**src/rtl/tjmono_rx_arbiter_pkg.sv**
```systemverilog
// rtl/tjmono_rx_arbiter_pkg.sv - shared tjmono readout constants
package tjmono_rx_arbiter_pkg;

    localparam int WORD_W = 32;

    localparam logic [0:0] ST_IDLE  = 1'b0;
    localparam logic [0:0] ST_GRANT = 1'b1;

    // Width of a counter that must be able to hold max itself; 0 means unlimited.
    function automatic int cnt_w(input int max);
        return (max > 0) ? $clog2(max + 1) : 1;
    endfunction

endpackage

```
**src/rtl/tjmono_rr_pick.sv**
```systemverilog
// rtl/tjmono_rr_pick.sv - rotating priority search starting after ptr
module tjmono_rr_pick #(
    parameter int N_CH  = 4,
    parameter int IDX_W = $clog2(N_CH)
) (
    input  logic [N_CH-1:0]  req,
    input  logic [IDX_W-1:0] ptr,
    output logic             valid,
    output logic [IDX_W-1:0] idx
);

    localparam logic [IDX_W:0] N_L = (IDX_W + 1)'(N_CH);

    logic [IDX_W:0] sum;

    // Walk backwards so the candidate closest to ptr+1 is written last and wins.
    always_comb begin
        valid = 1'b0;
        idx   = '0;
        sum   = '0;
        for (int i = N_CH; i >= 1; i--) begin
            sum = {1'b0, ptr} + (IDX_W + 1)'(i);
            if (sum >= N_L) begin
                sum = sum - N_L;
            end
            if (req[sum[IDX_W-1:0]]) begin
                valid = 1'b1;
                idx   = sum[IDX_W-1:0];
            end
        end
    end

endmodule

```
**src/rtl/tjmono_rx_arbiter.sv**
```systemverilog
// rtl/tjmono_rx_arbiter.sv - round-robin merge of receiver FWFT FIFOs into one stream
module tjmono_rx_arbiter
    import tjmono_rx_arbiter_pkg::*;
#(
    parameter int N_CH      = 4,
    parameter int MAX_BURST = 16
) (
    input  logic                     BUS_CLK,
    input  logic                     BUS_RST_N,
    input  logic [N_CH-1:0]          CH_EN,
    input  logic [N_CH-1:0]          CH_FIFO_EMPTY,
    input  logic [WORD_W*N_CH-1:0]   CH_FIFO_DATA,
    output logic [N_CH-1:0]          CH_FIFO_READ,
    input  logic                     OUT_FULL,
    output logic                     OUT_WRITE,
    output logic [WORD_W-1:0]        OUT_DATA,
    output logic [$clog2(N_CH)-1:0]  GRANT_CH,
    output logic [WORD_W-1:0]        WORD_CNT
);

    localparam int IDX_W = $clog2(N_CH);
    localparam int BC_W  = cnt_w(MAX_BURST);

    logic [0:0]        state;
    logic [IDX_W-1:0]  ptr;
    logic [BC_W-1:0]   burst_cnt;
    logic              pick_valid;
    logic [IDX_W-1:0]  pick_idx;
    logic              g_en;
    logic              g_empty;
    logic              at_limit;
    logic              leave;
    logic              pop;
    logic [WORD_W-1:0] g_data;

    tjmono_rr_pick #(
        .N_CH  (N_CH),
        .IDX_W (IDX_W)
    ) u_pick (
        .req   (CH_EN & ~CH_FIFO_EMPTY),
        .ptr   (ptr),
        .valid (pick_valid),
        .idx   (pick_idx)
    );

    assign g_en     = CH_EN[GRANT_CH];
    assign g_empty  = CH_FIFO_EMPTY[GRANT_CH];
    assign at_limit = (MAX_BURST != 0) && (burst_cnt == BC_W'(MAX_BURST));
    assign leave    = !g_en || g_empty || at_limit;
    // Reset gates the pop directly so no strobe leaks out before state settles.
    assign pop      = BUS_RST_N && (state == ST_GRANT) && !leave && !OUT_FULL;

    always_comb begin
        g_data = '0;
        for (int k = 0; k < N_CH; k++) begin
            if (GRANT_CH == IDX_W'(k)) begin
                g_data = CH_FIFO_DATA[k*WORD_W +: WORD_W];
            end
        end
    end

    always_comb begin
        CH_FIFO_READ           = '0;
        CH_FIFO_READ[GRANT_CH] = pop;
    end

    always_ff @(posedge BUS_CLK or negedge BUS_RST_N) begin
        if (!BUS_RST_N) begin
            state     <= ST_IDLE;
            ptr       <= IDX_W'(N_CH - 1);
            GRANT_CH  <= '0;
            burst_cnt <= '0;
            OUT_WRITE <= 1'b0;
            OUT_DATA  <= '0;
            WORD_CNT  <= '0;
        end else begin
            OUT_WRITE <= pop;
            WORD_CNT  <= WORD_CNT + WORD_W'(pop);
            if (pop) begin
                OUT_DATA  <= g_data;
                burst_cnt <= burst_cnt + BC_W'(1);
            end
            case (state)
                ST_IDLE: begin
                    if (pick_valid) begin
                        GRANT_CH  <= pick_idx;
                        ptr       <= pick_idx;
                        burst_cnt <= '0;
                        state     <= ST_GRANT;
                    end
                end
                ST_GRANT: begin
                    if (leave) begin
                        state <= ST_IDLE;
                    end
                end
                default: state <= ST_IDLE;
            endcase
        end
    end

endmodule

```
**config.mk**
```make
export PLATFORM = sky130hd
export DESIGN_NAME = tjmono_rx_arbiter
export DESIGN_NICKNAME = d
export VERILOG_FILES = /design/src/rtl/tjmono_rx_arbiter_pkg.sv /design/src/rtl/tjmono_rr_pick.sv /design/src/rtl/tjmono_rx_arbiter.sv
export SDC_FILE = /design/constraint.sdc
export NUM_CORES = 1
export LEC_CHECK = 0
export BUFFER_PORTS_ARGS = -buffer_cell sky130_fd_sc_hd__buf_2
export CAP_MARGIN = 10
export CORE_UTILIZATION = 43
export CTS_BUF_LIST = sky130_fd_sc_hd__clkbuf_4
export CTS_CLUSTER_DIAMETER = 50
export DETAILED_ROUTE_END_ITERATION = 6
export PLACE_DENSITY = 0.79
export SLEW_MARGIN = 20
export SYNTH_ARGS = -nofsm -noshare
export SYNTH_HDL_FRONTEND = slang
export SYNTH_SLANG_ARGS = --single-unit
```
**constraint.sdc**
```tcl
create_clock -name BUS_CLK -period 2.67 [get_ports BUS_CLK]
set_input_delay 0.4005 -clock BUS_CLK [delete_from_list [all_inputs] [get_ports BUS_CLK]]
set_output_delay 0.4005 -clock BUS_CLK [all_outputs]
set_load 0.005 [all_outputs]
```
==> metrics <==
filler instances 787; Pre-antenna DRT Iters 4; yosys warns 0; Avg WL per Cell 15.8 um; Slew HR 38.0%; most frequent cells in the layout buf_2, dfrtp_1, mux4_2; Die Wd 99.8 um; Clock transition at path regs 0.13 ns; starting density of the core 44.5%; hpwl dp 8110 um; delay-heaviest family, CP multiplexers; Synth Cell Area 4110 um2; layout cells sized above 1 53.4%; PD cells 734 nW/um2; routed vias/inst 5.35; worst setup margin 0.135 ns; initial antenna violation count 0; area used by multi-input combinational logic 2140 um2; FF-to-FF path depth 8; EDFF count, synth 0; Async SR Flop Fraction 100%; Core ar. 9240 um2; crit-path max cell delay 0.56 ns; # DRC 0; Worst setup SP type register; min cycle time layout 2.54 ns; Crit Path Max Fanout 7; period utilization 95.0%; Die ar. 9950 um2; CTS Buffer Depth 2; Max-Cap Viols 0; top_reg_cell synth dfrtp_1; worst-path cell chain mux4_2 -> buf_4 -> nor4b_1 -> buf_2; crit end category primary output; post-synthesis sequential area ratio 45.7%; gr usage total 21.4%; fmax 0.394 GHz; Die Y 99.8 um; CTS Buf Count 9; Total Wirelength 10,400 um; gr ovfl total 0; setup violators final 0; pre-CTS setup slack 0.0360 ns; CTS tree yes; crit path DAT 2.13 ns; clock tree sinks 75; first-pass GRT wire length 16,500 um; cell at the root of the clock tree clkbuf_4; register area 1880 um2; Setup TNS 0 ns; Netlist cell types 41; DR vias 3,524; RSZ-0062 raised after global routing yes; skew final 0.0180 ns; CP max stage cell mux4_2; Worst VDD drop 0.412 mV; port bufs 209; GP Congestion 0.935; Post-Syn Nets 454; commonest non-fill, non-tap cell in the layout buf_2; synth-to-layout area growth 34.0%; Crit path buffers/inverters 2; CP Class register to primary output; post-cts hold buffer count 0; Worst-Margin Slew 0.930 ns; largest net degree at the start of global routing 76; run status finished, final reports clean; initial detailed-routing violation count 131; Avg Cell Area, Syn 13.3 um2; Rows 35; post-synthesis register bit count 75; Routed Antenna Nets 0; nets@finish 670; Post-CTS Setup Repair Bufs 0; P_leak 2.68 nW; vias in the first global route 3,443; # IOs 210; H-Tree Level Count 3; Critical Path RT 2.27 ns; cell count after synthesis 310; Antenna diodes 0; cell count along the critical path 4; worst skew pair latency 0.41 ns; Hold Crit Class input pin to async pin; Fin. Hold Viols 0; Final Max Slew Viols 0
==> report_power, final <==
group	switching [mW]	internal, mW	total, mW
clock network	0.399	0.378	0.777
registers	0.193	1.44	1.64
logic	0.714	0.916	1.63
==> cells in the mapped netlist (6+ instances only) <==
cell,instances,share of area [%]
nand4_1,18,2.7
a21oi_1,6,0.73
clkbuf_1,6,0.55
mux4_2,34,19
dfrtp_1,73,44
mux2_1,26,7.1
xnor2_1,27,5.8
inv_1,7,0.64
o21ai_0,7,0.85
nand3_1,14,1.7
nand2_1,15,1.4
nor2_1,9,0.82
mux2_2,6,1.6
and3_1,6,0.91
==> final timing paths <==
check                                       start              end  slack [ns]
worst min register to register       OUT_DATA[25]     OUT_DATA[25]        0.49
worst min-delay path                    BUS_RST_N      WORD_CNT[6]        0.23
max in group asynchronous               BUS_RST_N      GRANT_CH[0]        1.78
min in group BUS_CLK            CH_FIFO_DATA[112]     OUT_DATA[16]        0.42
worst max-delay path                  GRANT_CH[0]  CH_FIFO_READ[2]        0.13
worst max register to register        GRANT_CH[0]     WORD_CNT[18]        0.25
==> layout make-up <==
cell class	instances	share of cell area [%]
clock buffer	9	1.23
clock inverter	6	1.64
inverter	7	0.477
multi-input combinational	214	38.9
sequential	75	34.1
tap	129	2.93
timing repair buffer	219	20.7
==> through the flow <==
stage	utilization (%)	power, mW	instance area [um2]	instances	hold slack, ns
final	59.6	4.04	5510	659	0.226
after floorplan	-	2.66	4120	310	0.105
after detailed placement	57.6	3.30	5330	644	0.469
after global routing	59.6	4.31	5510	659	0.281
after global placement	57.6	3.23	5330	644	0.466
after CTS	59.4	4.10	5490	659	0.240
==> worst reg2reg max path, stage by stage (launching register included) <==
cell and delay, ns:
dfrtp_2 0.41, mux4_2 0.56, nor2_4 0.17, ha_1 0.16
ha_1 0.20, nand3_1 0.13, nor2_2 0.34, nand4_1 0.19
xnor2_1 0.18
==> registers in the layout, indices dropped and copies added, names as in the netlist <==
register   flops
OUT_DATA      32
WORD_CNT      32
ptr            2
GRANT_CH       2
burst_cnt      5
state          1
OUT_WRITE      1
==> cells by family (layout without fill, tap and decap cells) <==
logic type	count (synthesis)	after routing	synth area share, %
buffers and inverters	21	241	2.56
AO/OA/AOI/OAI	24	24	3.93
AND/OR/NAND/NOR	88	88	12.2
XOR/XNOR	30	30	6.39
flip-flops	75	75	45.7
multiplexers	67	67	27.6
adder cells (fa/ha/maj)	5	5	1.52
==> metal layers <==
metal / global-route usage [%] / vias to the layer above / part of all wire, %
met1: 26.6 / 1711 / 40
li1: - / 1622 / -
met5: 0 / - / 0
met4: 5.66 / 0 / 1.3
met2: 37.5 / 175 / 52
met3: 4.81 / 16 / 6.9
==> timing repair <==
action | in CTS | in global routing
endpoints found under the setup margin | 2 | 2
gates resized for setup | 2 | 5
pin swaps | 0 | 0
cloned | 0 | 0
endpoints found under the hold margin | 0 | 0
No activity file was read; power rests on OpenSTA's default activity.
